**config.mk**
```make
export PLATFORM = sky130hd
export DESIGN_NAME = csr_access_unit_flat
export DESIGN_NICKNAME = d
export VERILOG_FILES = /design/src/rtl/csr_access_if.sv /design/src/rtl/csr_access_unit.sv /design/src/flat_wrapper.sv
export SDC_FILE = /design/constraint.sdc
export NUM_CORES = 1
export LEC_CHECK = 0
export BUFFER_PORTS_ARGS = -buffer_cell sky130_fd_sc_hd__buf_2
export CAP_MARGIN = 20
export CELL_PAD_IN_SITES_DETAIL_PLACEMENT = 1
export CELL_PAD_IN_SITES_GLOBAL_PLACEMENT = 1
export CORE_MARGIN = 4
export CORE_UTILIZATION = 34
export DETAILED_ROUTE_END_ITERATION = 10
export GPL_TIMING_DRIVEN = 0
export MAX_ROUTING_LAYER = met4
export PLACE_DENSITY_LB_ADDON = 0.1
export SLEW_MARGIN = 20
export SYNTH_ARGS = -nofsm -noshare
export SYNTH_HDL_FRONTEND = slang
export SYNTH_SLANG_ARGS = --single-unit
export TNS_END_PERCENT = 20
```
**constraint.sdc**
```tcl
create_clock -name clk -period 1.9 [get_ports clk]
set_input_delay 0.19 -clock clk [delete_from_list [all_inputs] [get_ports clk]]
set_output_delay 0.19 -clock clk [all_outputs]
set_load 0.02 [all_outputs]
```
**src/rtl/csr_access_if.sv**
```systemverilog
// Bundles the request, CSR-file and response signals of csr_access_unit.
// The unit uses the slave view; its environment (execute stage, CSR file, writeback) uses master.
interface csr_access_if;
  logic        req_valid;
  logic        req_ready;
  logic [2:0]  req_funct3;
  logic [11:0] req_addr;
  logic [31:0] req_rs1_data;
  logic [4:0]  req_rs1_idx;
  logic [4:0]  req_rd_idx;
  logic [1:0]  priv_mode;
  logic        csr_en;
  logic [1:0]  csr_op;
  logic [11:0] csr_addr;
  logic [31:0] csr_wdata;
  logic [31:0] csr_rdata;
  logic        rsp_valid;
  logic        rsp_ready;
  logic [4:0]  rsp_rd_idx;
  logic [31:0] rsp_rd_data;
  logic        rsp_rd_we;
  logic        rsp_exc;

  modport slave (
    input  req_valid, req_funct3, req_addr, req_rs1_data, req_rs1_idx, req_rd_idx, priv_mode,
    output req_ready,
    output csr_en, csr_op, csr_addr, csr_wdata,
    input  csr_rdata,
    output rsp_valid, rsp_rd_idx, rsp_rd_data, rsp_rd_we, rsp_exc,
    input  rsp_ready
  );

  modport master (
    output req_valid, req_funct3, req_addr, req_rs1_data, req_rs1_idx, req_rd_idx, priv_mode,
    input  req_ready,
    input  csr_en, csr_op, csr_addr, csr_wdata,
    output csr_rdata,
    input  rsp_valid, rsp_rd_idx, rsp_rd_data, rsp_rd_we, rsp_exc,
    output rsp_ready
  );
endinterface

```
**src/rtl/csr_access_unit.sv**
```systemverilog
// Zicsr read-modify-write initiator: one instruction in flight, old value returned for rd.
// Optional privilege check on CSR address bits [9:8] enabled by defining CSR_PRIV_CHECK_EN.
//
// state | meaning
// IDLE  | ready for a new instruction
// READ  | CSR read strobe, old value captured
// WRITE | CSR write strobe with combined value
// RESP  | result held until writeback accepts
module csr_access_unit (
  input  logic        clk,
  input  logic        reset,
  csr_access_if.slave bus
);

  typedef enum logic [1:0] {S_IDLE, S_READ, S_WRITE, S_RESP} state_t;

  localparam logic [1:0] KIND_RW = 2'b01;
  localparam logic [1:0] KIND_RS = 2'b10;

  state_t      state_q, state_d;
  logic [1:0]  kind_q, kind_d;
  logic [11:0] addr_q, addr_d;
  logic [31:0] src_q, src_d;
  logic [31:0] old_q, old_d;
  logic [4:0]  rd_q, rd_d;
  logic        do_write_q, do_write_d;
  logic        do_read_q, do_read_d;
  logic        exc_q, exc_d;

  logic [1:0]  req_kind;
  logic [31:0] req_src;
  logic        req_do_write, req_do_read, req_priv_exc, req_exc;

  logic        req_ready;
  logic        csr_en;
  logic [1:0]  csr_op;
  logic [11:0] csr_addr;
  logic [31:0] csr_wdata;
  logic        rsp_valid, rsp_rd_we, rsp_exc;
  logic [4:0]  rsp_rd_idx;
  logic [31:0] rsp_rd_data;

`ifdef CSR_PRIV_CHECK_EN
  assign req_priv_exc = (bus.req_addr[9:8] > bus.priv_mode);
`else
  logic unused_priv;
  assign unused_priv  = ^bus.priv_mode;
  assign req_priv_exc = 1'b0;
`endif

  // funct3[1:0] selects RW/RS/RC; 00 is an illegal encoding for both register and immediate forms
  assign req_kind     = bus.req_funct3[1:0];
  assign req_src      = bus.req_funct3[2] ? {27'd0, bus.req_rs1_idx} : bus.req_rs1_data;
  assign req_do_write = (req_kind == KIND_RW) || (bus.req_rs1_idx != 5'd0);
  assign req_do_read  = !((req_kind == KIND_RW) && (bus.req_rd_idx == 5'd0));
  assign req_exc      = (req_kind == 2'b00) ||
                        (req_do_write && (bus.req_addr[11:10] == 2'b11)) ||
                        req_priv_exc;

  always_comb begin
    state_d    = state_q;
    kind_d     = kind_q;
    addr_d     = addr_q;
    src_d      = src_q;
    old_d      = old_q;
    rd_d       = rd_q;
    do_write_d = do_write_q;
    do_read_d  = do_read_q;
    exc_d      = exc_q;

    req_ready   = 1'b0;
    csr_en      = 1'b0;
    csr_op      = 2'b00;
    csr_addr    = 12'd0;
    csr_wdata   = 32'd0;
    rsp_valid   = 1'b0;
    rsp_rd_we   = 1'b0;
    rsp_exc     = 1'b0;
    rsp_rd_idx  = 5'd0;
    rsp_rd_data = 32'd0;

    unique case (state_q)
      S_IDLE: begin
        req_ready = 1'b1;
        if (bus.req_valid) begin
          kind_d     = req_kind;
          addr_d     = bus.req_addr;
          src_d      = req_src;
          old_d      = 32'd0;
          rd_d       = bus.req_rd_idx;
          do_write_d = req_do_write;
          do_read_d  = req_do_read;
          exc_d      = req_exc;
          if (req_exc)          state_d = S_RESP;
          else if (req_do_read) state_d = S_READ;
          else                  state_d = S_WRITE;
        end
      end
      S_READ: begin
        csr_en   = 1'b1;
        csr_op   = 2'b01;
        csr_addr = addr_q;
        old_d    = bus.csr_rdata;
        state_d  = do_write_q ? S_WRITE : S_RESP;
      end
      S_WRITE: begin
        csr_en   = 1'b1;
        csr_op   = 2'b10;
        csr_addr = addr_q;
        case (kind_q)
          KIND_RW: csr_wdata = src_q;
          KIND_RS: csr_wdata = old_q | src_q;
          default: csr_wdata = old_q & ~src_q;
        endcase
        state_d = S_RESP;
      end
      S_RESP: begin
        rsp_valid   = 1'b1;
        rsp_exc     = exc_q;
        rsp_rd_idx  = rd_q;
        rsp_rd_data = old_q;
        rsp_rd_we   = !exc_q && do_read_q && (rd_q != 5'd0);
        if (bus.rsp_ready) state_d = S_IDLE;
      end
      default: state_d = S_IDLE;
    endcase
  end

  always_ff @(posedge clk) begin
    if (reset) begin
      state_q    <= S_IDLE;
      kind_q     <= 2'b00;
      addr_q     <= 12'd0;
      src_q      <= 32'd0;
      old_q      <= 32'd0;
      rd_q       <= 5'd0;
      do_write_q <= 1'b0;
      do_read_q  <= 1'b0;
      exc_q      <= 1'b0;
    end else begin
      state_q    <= state_d;
      kind_q     <= kind_d;
      addr_q     <= addr_d;
      src_q      <= src_d;
      old_q      <= old_d;
      rd_q       <= rd_d;
      do_write_q <= do_write_d;
      do_read_q  <= do_read_d;
      exc_q      <= exc_d;
    end
  end

  assign bus.req_ready   = req_ready;
  assign bus.csr_en      = csr_en;
  assign bus.csr_op      = csr_op;
  assign bus.csr_addr    = csr_addr;
  assign bus.csr_wdata   = csr_wdata;
  assign bus.rsp_valid   = rsp_valid;
  assign bus.rsp_rd_we   = rsp_rd_we;
  assign bus.rsp_exc     = rsp_exc;
  assign bus.rsp_rd_idx  = rsp_rd_idx;
  assign bus.rsp_rd_data = rsp_rd_data;

endmodule

```
**src/flat_wrapper.sv**
```systemverilog
// flat-port wrapper written by rule: the top's interface ports become plain ports
module csr_access_unit_flat 
  (clk, reset, bus_req_valid, bus_req_funct3, bus_req_addr, bus_req_rs1_data, bus_req_rs1_idx, bus_req_rd_idx, bus_priv_mode, bus_req_ready, bus_csr_en, bus_csr_op, bus_csr_addr, bus_csr_wdata, bus_csr_rdata, bus_rsp_valid, bus_rsp_rd_idx, bus_rsp_rd_data, bus_rsp_rd_we, bus_rsp_exc, bus_rsp_ready);
  csr_access_if bus_i ();
  input  logic clk;
  input  logic reset;
  input wire logic [$bits(bus_i.req_valid)-1:0] bus_req_valid;
  input wire logic [$bits(bus_i.req_funct3)-1:0] bus_req_funct3;
  input wire logic [$bits(bus_i.req_addr)-1:0] bus_req_addr;
  input wire logic [$bits(bus_i.req_rs1_data)-1:0] bus_req_rs1_data;
  input wire logic [$bits(bus_i.req_rs1_idx)-1:0] bus_req_rs1_idx;
  input wire logic [$bits(bus_i.req_rd_idx)-1:0] bus_req_rd_idx;
  input wire logic [$bits(bus_i.priv_mode)-1:0] bus_priv_mode;
  output wire logic [$bits(bus_i.req_ready)-1:0] bus_req_ready;
  output wire logic [$bits(bus_i.csr_en)-1:0] bus_csr_en;
  output wire logic [$bits(bus_i.csr_op)-1:0] bus_csr_op;
  output wire logic [$bits(bus_i.csr_addr)-1:0] bus_csr_addr;
  output wire logic [$bits(bus_i.csr_wdata)-1:0] bus_csr_wdata;
  input wire logic [$bits(bus_i.csr_rdata)-1:0] bus_csr_rdata;
  output wire logic [$bits(bus_i.rsp_valid)-1:0] bus_rsp_valid;
  output wire logic [$bits(bus_i.rsp_rd_idx)-1:0] bus_rsp_rd_idx;
  output wire logic [$bits(bus_i.rsp_rd_data)-1:0] bus_rsp_rd_data;
  output wire logic [$bits(bus_i.rsp_rd_we)-1:0] bus_rsp_rd_we;
  output wire logic [$bits(bus_i.rsp_exc)-1:0] bus_rsp_exc;
  input wire logic [$bits(bus_i.rsp_ready)-1:0] bus_rsp_ready;
  assign bus_i.req_valid = bus_req_valid;
  assign bus_i.req_funct3 = bus_req_funct3;
  assign bus_i.req_addr = bus_req_addr;
  assign bus_i.req_rs1_data = bus_req_rs1_data;
  assign bus_i.req_rs1_idx = bus_req_rs1_idx;
  assign bus_i.req_rd_idx = bus_req_rd_idx;
  assign bus_i.priv_mode = bus_priv_mode;
  assign bus_req_ready = bus_i.req_ready;
  assign bus_csr_en = bus_i.csr_en;
  assign bus_csr_op = bus_i.csr_op;
  assign bus_csr_addr = bus_i.csr_addr;
  assign bus_csr_wdata = bus_i.csr_wdata;
  assign bus_i.csr_rdata = bus_csr_rdata;
  assign bus_rsp_valid = bus_i.rsp_valid;
  assign bus_rsp_rd_idx = bus_i.rsp_rd_idx;
  assign bus_rsp_rd_data = bus_i.rsp_rd_data;
  assign bus_rsp_rd_we = bus_i.rsp_rd_we;
  assign bus_rsp_exc = bus_i.rsp_exc;
  assign bus_i.rsp_ready = bus_rsp_ready;
  csr_access_unit u_core (.clk(clk), .reset(reset), .bus(bus_i));
endmodule
```
Yosys cells after proc, flatten, opt, wreduce, memory -nomap -nowiden
Index checks and enable logic that the tools add are counted.
Operators by class
  multiply operators: 0
  div/mod/pow operators: 0
  muxes and demuxes: 20
  add/subtract/negate cells: 0
  shifts and indexed selects: 0
  reductions and logical operators: 18
  $lt $le $gt $ge: 0
  bitwise logic cells: 3
  equal/unequal tests: 9
Operators with widths (count)
  $mux W32: 4
  $pmux W32 S2: 2
  $and A32 B32 Y32: 1
  $not A32 Y32: 1
  $or A32 B32 Y32: 1
  $mux W12: 1
  $reduce_bool A5 Y1: 2
  $eq A2 B2 Y1 const B: 4
  $mux W2: 4
  $pmux W2 S4: 1
  $eq A2 B1 Y1 const B: 3
  $mux W1: 6
  $reduce_and A2 Y1: 3
  $logic_not A5 Y1: 1
  $mux W5: 1
  $logic_and A1 B1 Y1: 4
  $logic_not A2 Y1: 2
  $ne A2 B2 Y1 const B: 2
  $pmux W2 S2: 1
  $logic_not A1 Y1: 2
  $logic_or A1 B1 Y1: 2
  $reduce_bool A2 Y1: 1
  $reduce_or A2 Y1: 1
Word-level totals
  flip-flop bits (word level): 88
  word-level logic and storage cells: 59
  latch bits: 0
  memory bits (read-only): 0
  memories: 0
  RAM bits: 0

Logic depth before layout (Yosys ltp)
  depth after elaboration: 7
  gate-level depth with buffers: 8
  gate-level depth less buffers: 5

Worst setup path after synthesis
No wires, ideal clock.
  path kind: register to output
  from: register u_core.kind_q[0]
  to: output bus_csr_wdata[10]
  buffers on the path: 1
  required time: 1710 ps
  path slack: -39 ps
  data arrival time: 1749 ps
  stages on the path, launching flop included: 7
  cell sequence: dfxtp_1 > inv_1 > ha_1 > o21ba_2 > clkbuf_1 > nand2_1 > a21boi_0
On the way
  longest elaborated chain between the ends: 3
Ends and longest elaborated chain
  start: declaration: line csr_access_unit.sv:21  | logic [1:0] kind_q, kind_d;
  start signal: assignment: line csr_access_unit.sv:142  | kind_q <= kind_d;
  $eq A2 B2 Y1 / $eq A2 B1 Y1 (equally long branches): line csr_access_unit.sv:110  | case (kind_q)
  $pmux W32 S2 (*): line csr_access_unit.sv:110
  $mux W32 (*): line csr_access_unit.sv:82  | unique case (state_q)
  end: declaration: line flat_wrapper.sv:18  | output wire logic [$bits(bus_i.csr_wdata)-1:0] bus_csr_wdata;
Mark *: on every way between the ends. The rest lies on a longest branch, timed or not.

Final worst setup path
  from: register u_core.kind_q[0]
  to: output bus_csr_wdata[20]
The elaborated chain is that of the path after synthesis.

==> reports/metrics.cfg <==
[run_status]
outcome=finished with violations
violations=negative setup slack

[floorplanning]
fp-row-count=41
pin_count=183
die-area_um2=15000
start_util_pct=35.1
dieWidth_um=123
chipHeight_um=123
core_area_um2=12700

[clocking]
clkLatencyLatePin_ns=0.35
cts_tree=yes
cts.sinks=88
cts.clk_slew.worst_paths_ns=0.06
clk_path_buf_depth=2
root_buffer=clkbuf_16
htreeDepth=3
cts_buffers=9

[layout]
fillers=1581
regArea_um2=1770
final_nets=846
final_cells=920
drive_gt1_share_pct=37.8
area_growth_syn_to_layout_pct=42.2
multi_input_area_um2=2680
final_common_cell=buf_2
final_cell_mix=buf_2, nand2_1, dfxtp_1, nand3b_1, and2_1
fin_area_um2=6340

[worst_setup_path]
slowest_stage=o21ba_4
crit_path_start_kind=flip-flop
critPathBufInv=3
r2r_cells=7
path_cells=inv_2 > ha_4 > o21ba_4 > buf_6 > nand2_2 > a21boi_2 > buf_6
cp_data_required_time_ns=1.71
crit_path_end_kind=output port
rr_endpoint=u_core.old_q[10]$_SDFFE_PP0P_
crit_type=flip-flop to output port
reg2reg_from=u_core.state_q[1]$_SDFFE_PP0P_
crit_arrival_ns=1.81
crit_family=compound AO/OA/AOI/OAI gates
reg2reg_slack_ns=0.09
crit_fanout=8
critPathMostFrequentCell=buf_6
crit_path_max_incr_delay_ns=0.34

[power]
power_mw=7.15
vdd_drop_max_v=0.000614
leakage_nw=2.65
powerDensity_nw_per_um2=1130

[synthesis]
synth_area_um2=4460
syn_nets=654
synth-warning-count=0
synth.distinct_cells=32
synth-seq-area-share_pct=39.5
syn_inst=552
avgSynthCellArea_um2=8.08
synth_seq_cells=88

[worst_hold_path]
worstHoldStart=bus_req_addr[5]
worstHoldPathType=input port to flip-flop
hold_end=u_core.addr_q[5]$_SDFFE_PP0P_
hold_depth=3

[routing]
drc=0
wire_per_inst_um=17.9
vias=4687
vias_per_cell=5.09
drtIter0Drc=162
routed_wl_um=16500
ant_nets=0
dr.pass1.iters=4

[placed_design]
gp_congestion=0.759
dp_slack_ns=-0.226
port_buffers=179
dpl.hpwl_um=12200
place_area_um2=5570
dp.cells=903

[timing]
fin_crit_ns=2.00
finalHoldViolCount=0
slew_headroom_pct=57.5
rsz0062_at_grt=true
fmax_mhz=499
min_period_over_period_pct=105
slew_viol_final=0
worstMarginPinSlew_ns=0.637
skew_ns=0.00557
setup_slack_ns=-0.104
setup_violations=32

[global_routing]
grt_pass1_wl_um=25400
grt_usage_pct=22.7
antenna_found_initial=0
grt_pass1_vias=4807
grt_max_degree=13
gr-total-overflow=0

[run]
cap_violations=0

sequential cells by signal, summed over array words and instances, names as in the netlist:
signal	count
u_core.old_q	32
u_core.src_q	32
u_core.addr_q	12
u_core.rd_q	5
u_core.kind_q	2
u_core.state_q	2
u_core.do_read_q	1
u_core.do_write_q	1
u_core.exc_q	1
worst max-delay path by stage:
stage / from / to / slack, ns / cells past startpoint
final: u_core.kind_q[0]$_SDFFE_PP0P_ / bus_csr_wdata[20] / -0.10 / 7
after global routing: u_core.kind_q[0]$_SDFFE_PP0P_ / bus_csr_wdata[6] / -0.20 / 7
after CTS: u_core.kind_q[0]$_SDFFE_PP0P_ / bus_csr_wdata[25] / -0.13 / 7
after detailed placement: u_core.kind_q[0]$_SDFFE_PP0P_ / bus_csr_wdata[8] / -0.23 / 7
after global placement: u_core.kind_q[0]$_SDFFE_PP0P_ / bus_csr_wdata[3] / -0.17 / 7
after floorplan: u_core.kind_q[0]$_SDFFE_PP0P_ / bus_csr_wdata[2] / -0.04 / 6
where the power goes:
group,total (mW),switching [mW],internal [mW]
logic,3.07,1.86,1.21
registers,2.48,0.284,2.20
clock network,1.60,0.697,0.907
logic make-up (layout without fill, tap and decap cells):
logic type | Yosys count | in the layout | share of synthesized area, %
AOI/OAI and AO/OA | 129 | 129 | 20.5
adders and majority gates | 7 | 7 | 1.96
buffers and inverters | 56 | 251 | 5.50
DFF | 88 | 88 | 39.5
muxes | 6 | 6 | 1.43
other | 0 | 1 | 0
and+or+nand+nor | 266 | 266 | 31.1
synthesized netlist by cell type:
cell type	count	area (um^2)
nand2_1	99	372
a211oi_1	7	52.6
ha_1	7	87.6
a31oi_1	1	6.26
o31ai_4	1	21.3
a311oi_1	3	26.3
nor3b_1	1	7.51
nor4_1	2	12.5
or2_2	1	6.26
nor3_1	2	10.0
nor2_1	44	165
buf_4	2	15.0
nand3b_1	59	443
o21ai_0	1	5.00
buf_2	22	110
or4_4	1	11.3
clkbuf_1	28	105
nand2b_1	3	18.8
nor2b_1	1	6.26
inv_1	4	15.0
mux2i_2	1	13.8
a32oi_1	32	280
a21oi_1	48	240
o21ba_2	1	10.0
and3_1	1	6.26
a32o_1	1	10.0
o311ai_2	1	16.3
mux2i_1	5	50.1
and2b_2	1	8.76
and2_1	51	319
a21boi_0	33	248
dfxtp_1	88	1760
per-layer routing:
layer	vias to the layer above	global-route usage (%)	share of wire, %
li1	2298	-	-
met1	2247	28.7	45
met2	129	37.4	49
met3	13	5.07	5.6
met4	0	5.04	1.0
met5	-	-	0
worst reg2reg max path: stages (launching register included):
cell      delay, ns
dfxtp_4        0.37
inv_1          0.09
ha_1           0.19
clkbuf_2       0.23
mux2i_4        0.36
clkbuf_4       0.30
a32oi_1        0.08
nor2_1         0.12
repair_timing:
item	CTS	global route
pin swaps	11	16
setup buffers	1	0
cloned	3	0
hold buffers	0	0
endpoints found under the setup margin	111	95
resized for setup	118	65
endpoints found under the hold margin	0	0
cell type report:
| type | instances | area share, % |
|---|---|---|
| antenna | 1 | 0.0395 |
| buffer | 50 | 4.68 |
| clock buffer | 13 | 3.95 |
| clock inverter | 1 | 0.0789 |
| inverter | 4 | 0.237 |
| multi-input combinational | 408 | 42.3 |
| sequential | 88 | 27.9 |
| tap | 172 | 3.39 |
| timing repair buffer | 183 | 17.4 |
per-stage QoR:
step	utilization, %	setup TNS, ns	hold slack (ns)
after floorplan	-	-0.314	0.326
after global routing	49.8	-5.01	0.0826
after global placement	43.8	-6.43	0.432
after detailed placement	43.8	-8.71	0.444
final	49.9	-2.27	0.0868
after CTS	48.1	-2.75	0.0720
Note: power is estimated with default switching activity, not from simulation.
